--- config.mk ---
export PLATFORM = sky130hd
export DESIGN_NAME = multdiv_unit
export DESIGN_NICKNAME = d
export VERILOG_FILES = /design/src/rtl/multdiv_unit.sv
export SDC_FILE = /design/constraint.sdc
export NUM_CORES = 1
export LEC_CHECK = 0
export CORE_UTILIZATION = 61
export CTS_CLUSTER_DIAMETER = 80
export DETAILED_ROUTE_END_ITERATION = 16
export GPL_TIMING_DRIVEN = 1
export PLACE_DENSITY = 0.82
export RECOVER_POWER = 100
export SLEW_MARGIN = 30
export SYNTH_ARGS = -nofsm -noshare
export SYNTH_HDL_FRONTEND = slang
export SYNTH_SLANG_ARGS = --single-unit
export TNS_END_PERCENT = 10
--- constraint.sdc ---
create_clock -name clock -period 6.09 [get_ports clock]
set_input_delay 1.218 -clock clock [delete_from_list [all_inputs] [get_ports clock]]
set_output_delay 1.218 -clock clock [all_outputs]
set_load 0.05 [all_outputs]
--- src/rtl/multdiv_unit.sv ---
// Iterative signed multiply/divide responder for the X-stage stall handshake.
// Each operation takes WIDTH iterations on operand magnitudes; the sign is applied when the operation completes.
module multdiv_unit #(
  parameter int WIDTH = 32
) (
  input  logic             clock,
  input  logic             reset,
  input  logic             ctrl_MULT,
  input  logic             ctrl_DIV,
  input  logic [WIDTH-1:0] data_operandA,
  input  logic [WIDTH-1:0] data_operandB,
  output logic [WIDTH-1:0] data_result,
  output logic             data_exception,
  output logic             data_resultRDY,
  output logic             busy
);

  localparam int CW = $clog2(WIDTH + 1);

  typedef enum logic [1:0] {IDLE, MUL_RUN, DIV_RUN, DONE} state_t;

  state_t           state, state_nxt;
  logic [CW-1:0]    cnt;
  logic [WIDTH-1:0] opnd_q;   // |B|: multiplicand or divisor
  logic [WIDTH-1:0] hi_q;     // product high half / partial remainder
  logic [WIDTH-1:0] lo_q;     // multiplier being shifted out / dividend becoming quotient
  logic             neg_q;
  logic             dz_q;

  logic             start;
  logic             last;

  logic             mul_carry;
  logic [WIDTH-1:0] mul_sum;
  logic [WIDTH-1:0] mul_hi_n, mul_lo_n;
  logic [2*WIDTH-1:0] mul_mag, mul_prod;
  logic [WIDTH:0]   mul_top;
  logic             mul_exc;

  logic [WIDTH:0]   div_shift, div_diff;
  logic             div_ok;
  logic [WIDTH-1:0] div_rem_n, div_quo_n, div_quo_s;
  logic [WIDTH-1:0] div_res;
  logic             div_exc;

  function automatic logic [WIDTH-1:0] mag(input logic [WIDTH-1:0] x);
    // The most negative value maps to 2**(WIDTH-1), which still fits as unsigned.
    return x[WIDTH-1] ? (~x + 1'b1) : x;
  endfunction

  assign start = ctrl_MULT | ctrl_DIV;
  assign last  = (cnt == CW'(WIDTH - 1));

  // One shift-add step: add |B| when the outgoing multiplier bit is set, then shift right.
  always_comb begin
    {mul_carry, mul_sum} = {1'b0, hi_q} + (lo_q[0] ? {1'b0, opnd_q} : '0);
    mul_hi_n = {mul_carry, mul_sum[WIDTH-1:1]};
    mul_lo_n = {mul_sum[0], lo_q[WIDTH-1:1]};
    mul_mag  = {mul_hi_n, mul_lo_n};
    mul_prod = neg_q ? (~mul_mag + 1'b1) : mul_mag;
    mul_top  = mul_prod[2*WIDTH-1:WIDTH-1];
    mul_exc  = !((&mul_top) | ~(|mul_top));
  end

  // One restoring-division step; the quotient bit enters where the dividend bit left.
  always_comb begin
    div_shift = {hi_q, lo_q[WIDTH-1]};
    div_diff  = div_shift - {1'b0, opnd_q};
    div_ok    = !div_diff[WIDTH];
    div_rem_n = div_ok ? div_diff[WIDTH-1:0] : div_shift[WIDTH-1:0];
    div_quo_n = {lo_q[WIDTH-2:0], div_ok};
    div_quo_s = neg_q ? (~div_quo_n + 1'b1) : div_quo_n;
    // A positive quotient with the top bit set is only reachable as INT_MIN / -1.
    div_exc   = dz_q | (!neg_q & div_quo_n[WIDTH-1]);
    div_res   = dz_q ? '0 : div_quo_s;
  end

  // NOTE: next-state is assigned a default before any branch so no latch is inferred.
  always_comb begin
    state_nxt = state;
    if (start) begin
      state_nxt = ctrl_MULT ? MUL_RUN : DIV_RUN;
    end else begin
      unique case (state)
        MUL_RUN, DIV_RUN: if (last) state_nxt = DONE;
        DONE:             state_nxt = IDLE;
        default:          state_nxt = IDLE;
      endcase
    end
  end

  assign busy           = (state != IDLE);
  assign data_resultRDY = (state == DONE);

  // NOTE: every register here is plain flops (no memory array), so all are cleared by reset.
  always_ff @(posedge clock or negedge reset) begin
    if (!reset) begin
      state          <= IDLE;
      cnt            <= '0;
      opnd_q         <= '0;
      hi_q           <= '0;
      lo_q           <= '0;
      neg_q          <= 1'b0;
      dz_q           <= 1'b0;
      data_result    <= '0;
      data_exception <= 1'b0;
    end else begin
      // NOTE: non-blocking assignments so every register samples pre-edge values.
      state <= state_nxt;
      if (start) begin
        cnt    <= '0;
        hi_q   <= '0;
        lo_q   <= mag(data_operandA);
        opnd_q <= mag(data_operandB);
        neg_q  <= data_operandA[WIDTH-1] ^ data_operandB[WIDTH-1];
        dz_q   <= (data_operandB == '0);
      end else begin
        unique case (state)
          MUL_RUN: begin
            hi_q <= mul_hi_n;
            lo_q <= mul_lo_n;
            cnt  <= cnt + CW'(1);
            if (last) begin
              data_result    <= mul_prod[WIDTH-1:0];
              data_exception <= mul_exc;
            end
          end
          DIV_RUN: begin
            hi_q <= div_rem_n;
            lo_q <= div_quo_n;
            cnt  <= cnt + CW'(1);
            if (last) begin
              data_result    <= div_res;
              data_exception <= div_exc;
            end
          end
          default: ;
        endcase
      end
    end
  end

endmodule
# Yosys cells after proc, flatten, opt, wreduce, memory -nomap -nowiden
# Index checks and enable logic that the tools add are counted.
# totals
register_bits	139
inputBits	68
output_inout_bits	35
wordCells	69
# op_classes
n_addsub	7
n_eq_ne	7
n_mux	23
n_bitwise	11
n_reduce_logical	12
# ops
op	count
$mux 32	10
$pmux 32 s2	3
$add 32x1->32 const B	3
$not 32->32	3
$add 64x1->64 const B	1
$mux 64	1
$not 64->64	1
$add 32x32->33	1
$reduce_and 33->1	1
$reduce_or 33->1	1
$sub 33x32->33	1
$logic_not 32->1	1
$mux 6	2
$mux 2	4
$add 6x1->6 const B	1
$eq 6x5->1 const B	1
$reduce_bool 2->1	3
$eq 2x2->1 const B	2
$ne 2x2->1 const B	2
$reduce_and 4->1	1
$logic_not 1->1	3
$ne 3x1->1 const B	1
$or 1x1->1	3
$reduce_bool 3->1	1
other kinds (7)	9

# Logic depth before layout (Yosys ltp)
# depth
word_depth	11
ltp_mapped	23
ltp_nobuf	22

# Least setup slack after synthesis
# No wires, ideal clock.
# synth_timing
kind	register -> register
startpoint	reg lo_q[31]
endpoint	reg data_result[20]
setup_ns	0.119
arrival_time_ns	4.677
t_required_ns	5.971
setup_slack_ns	1.294
stages_incl_launch_ff	24
n_path_buf	1
period_less_slack_ns	4.796
cell_sequence	dfrtp_1 inv_1 ha_1 inv_1 fa_1 a21o_1 a21oi_1 o21bai_1 a2111o_1 nand3_1 a31o_2 o21ai_1 a2111o_1 a21o_1 and2_1 inv_1 buf_1 ha_1 inv_1 or2_2 o21ai_0 xor2_1 o221ai_1 o21a_1
# synth_via
elab_chain_cells	8
# synth_lines
element	line_no	rtl
start, declared	26	logic [WIDTH-1:0] lo_q;
start signal, assigned	113	lo_q <= mag(data_operandA);
start signal, assigned	121	lo_q <= mul_lo_n;
start signal, assigned	130	lo_q <= div_quo_n;
$sub 33x32->33	68	div_diff = div_shift - {1'b0, opnd_q};
$logic_not 1->1	69	div_ok = !div_diff[WIDTH];
$not 32->32	72	div_quo_s = neg_q ? (~div_quo_n + 1'b1) : div_quo_n;
$add 32x1->32	72	
$mux 32	72	
$mux 32	75	div_res = dz_q ? '0 : div_quo_s;
$mux 32	132	if (last) begin
$pmux 32 s2	118	unique case (state)
end signal, assigned	124	data_result <= mul_prod[WIDTH-1:0];
end signal, assigned	133	data_result <= div_res;
end, declared	12	output logic [WIDTH-1:0] data_result,
# Every way passes these cells. The select of a mux whose other input is x is not followed.
# A chain may end at the register's enable or synchronous reset.

# Final worst setup path
# layout_timing
startpoint	reg lo_q[31]
endpoint	reg data_result[11]
# The elaborated chain is that of the path after synthesis.

==> impl_metrics.csv <==
group,metric,value,unit
die,start_util,62.17,%
grt,grt_max_degree,92,
yosys,avgSynthCellArea,7.838,um2
cells_and_area,register_area,0.003480,mm2
die,ioPinCount,103,
yosys,yosys-top-cells-area,"dfrtp_1 24%, xor2_1 6.3%, ha_1 6.3%, nand2_1 4.6%, mux2i_1 4.3%",
critical_path,worstPathRequired,6460,ps
cells_and_area,multi_input_area,0.01037,mm2
yosys,ys_ff_latch,139,
outcome,violations,"capacitance limit, slew limit",
die,die_w,156.7,um
timing,setup_viol,0,
detailed_routing,first_iter_violations,1599,
timing,hold_violations,0,
timing,tightest_slew,3474,ps
critical_path,cp-start-kind,"flop",
clock_tree,cts_root_buf,"clkbuf_16",
yosys,yosysMostFrequentCell,"nand2_1",
timing,skew,15.79,ps
yosys,yosys.area.top_type,"dfrtp_1",
yosys,ys_types,98,
clock_tree,clock_latency,430,ps
yosys,async_reset_ff_share,100.0,%
grt,grtUsageTotal,35.69,%
critical_path,critPathLaunch,"lo_q[31]$_DFFE_PN0P_",
timing,tns,0,ps
clock_tree,cts_max_path_buffers,2,
critical_path,critPathCaptureType,"flop",
detailed_routing,wl_per_cell,19.50,um
yosys,synth-edff-count,0,
die,core-area,0.02347,mm2
critical_path,path_max_fanout,15,
critical_path,path_class,"flop to flop",
grt,grt_pass1_wl,69750,um
cells_and_area,utilization,69.25,%
critical_path,critPathArrivalTime,5960,ps
timing,fmax,0.1787,GHz
yosys,seq_area_frac_synth,23.83,%
critical_path,rrSetupSlack,490,ps
clock_tree,clk_pin_slew,70,ps
detailed_routing,wl,43000,um
yosys,synthCells,1862,
clock_tree,ctsHoldBuffers,0,
power_and_ir_drop,p_leak,0.006794,uW
timing,rsz0062_at_grt,"no",
cells_and_area,layout.nets,2016,
timing,fin_crit_sh,91.90,%
clock_tree,postCtsSetupBuffers,0,
yosys,yosysWarnings,0,
detailed_routing,viasPerCell,6.656,
detailed_routing,drtAntennaViolNets,0,
detailed_routing,post-route-drc-count,0,
clock_tree,post_cts_resized,0,
detailed_routing,vias,14680,
timing,maxSlewViolCount,226,
cells_and_area,syn_to_final_growth,11.39,%
yosys,yosysTopAreaCellShare,23.83,%
placed_design,place.gp.congestion,0.9890,
timing,slew_headroom,-131.6,%
die,chipHeight,156.7,um
critical_path,reg2reg_from,"lo_q[31]$_DFFE_PN0P_",
clock_tree,clkSinkCount,139,
cells_and_area,diodes,0,
yosys,synth_nets,2005,
clock_tree,cts_tree,"built",
flow_run,maxCapViolations,4,
clock_tree,cts_max_level,4,
worst_hold_path,holdCritStartpoint,"data_result[12]$_DFFE_PN0P_",
worst_hold_path,hp-class,"flop to flop",
yosys,synth_common_cells,"179 x nand2_1, 167 x nor2_1, 139 x dfrtp_1, 113 x o21ai_0, 112 x a21oi_1",
placed_design,dp_hpwl,31150,um
cells_and_area,nFillCells,1931,
power_and_ir_drop,power.density,267.2,mW/mm2
cells_and_area,layout-drive-gt1-share,6.098,%
timing,period_needed,5596,ps
yosys,synth-main-ff-cell,"dfrtp_1",
placed_design,io_buffers,102,
die,die-area,0.02455,mm2
power_and_ir_drop,vdd_drop_max,0.0002022,V
clock_tree,cts_made_buffers,17,
yosys,synth_area,0.01459,mm2
grt,overflow,0,
grt,antenna_found_initial,0,
detailed_routing,drtPass1Iterations,6,
outcome,status,"finished with violations",
grt,grt_pass1_vias,13590,
die,num_rows,56,
## final cells by class
| cell class | count | area share, % |
|---|---|---|
| sequential | 139 | 21.41 |
| inverter | 67 | 1.547 |
| multi-input combinational | 1527 | 63.77 |
| clock inverter | 15 | 1.247 |
| timing repair buffer | 121 | 6.958 |
| tap | 319 | 2.455 |
| clock buffer | 17 | 2.617 |
## kinds of logic (layout without fill, tap and decap cells)
kind of cell / after synthesis / count (layout) / synth area share [%]
DFF: 139 / 139 / 23.83
muxes: 74 / 74 / 5.170
and+or+nand+nor: 631 / 631 / 21.42
xor gates and xnor gates: 170 / 170 / 10.20
buffers and inverters: 196 / 220 / 5.315
adders and majority gates: 75 / 75 / 6.533
AOI/OAI and AO/OA: 577 / 577 / 27.52
## registers in the layout (all words and copies together), names as in the netlist
signal,cells
neg_q,1
lo_q,32
opnd_q,32
hi_q,32
dz_q,1
cnt,6
data_result,32
data_exception,1
state,2
## metal layers
metal / vias to the layer above / part of all wire (%) / track usage, %
met5: - / 0 / 0
met4: 0 / 2.3 / 11.67
met3: 91 / 11 / 7.616
met2: 787 / 43 / 52.93
met1: 6912 / 44 / 51.22
li1: 6886 / - / -
## final timing paths
| kind | end | cells after the start |
|---|---|---|
| max | data_result[11]$_DFFE_PN0P_ | 19 |
| min | data_result[12]$_DFFE_PN0P_ | 2 |
| max reg2reg | data_result[11]$_DFFE_PN0P_ | 19 |
| min reg2reg | data_result[12]$_DFFE_PN0P_ | 2 |
| max in group asynchronous | lo_q[26]$_DFFE_PN0P_ | 2 |
| min in group asynchronous | data_result[6]$_DFFE_PN0P_ | 1 |
## placed cells by master (no fill, tap or decap), types with 40 or more instances in the layout
| cell type | n |
|---|---|
| a211oi_1 | 66 |
| a21oi_1 | 112 |
| clkdlybuf4s50_1 | 61 |
| dfrtp_1 | 138 |
| ha_1 | 71 |
| inv_1 | 65 |
| mux2i_1 | 63 |
| nand2_1 | 179 |
| nor2_1 | 165 |
| o21ai_0 | 113 |
| or3_1 | 40 |
| xnor2_1 | 65 |
| xor2_1 | 105 |
## through the flow
stage | cells | area, um2 | power, uW | hold slack, ps | setup slack (ps)
6_report | 2205 | 16260 | 4343 | 478.1 | 493.5
5_1_grt | 2205 | 16260 | 4546 | 501.2 | 219.9
4_1_cts | 2205 | 16290 | 4348 | 485.2 | 751.7
3_5_place_dp | 2173 | 15660 | 3206 | 470.5 | 785.3
3_3_place_gp | 2173 | 15660 | 3158 | 461.8 | 870.2
2_1_floorplan | 1862 | 14590 | 2632 | 449.8 | 1294
## where the power goes
group,switching [uW],internal [uW],total [uW]
clock network,516,632,1150
logic,1220,698,1920
registers,188,1090,1270
total,1930,2420,4340
## critical path, stage by stage, from the launching register on
cell	delay, ps
dfrtp_1	410
inv_1	150
ha_1	200
inv_1	70
fa_1	390
a21o_1	180
a21oi_1	220
o21bai_1	120
a2111o_1	490
nand3_1	170
a31o_2	180
o21ai_1	190
a2111o_1	460
a21o_1	210
and2_2	200
inv_1	110
clkbuf_1	830
nand2_1	330
o41ai_1	400
o32a_1	210
No activity file was read; power rests on OpenSTA's default activity.
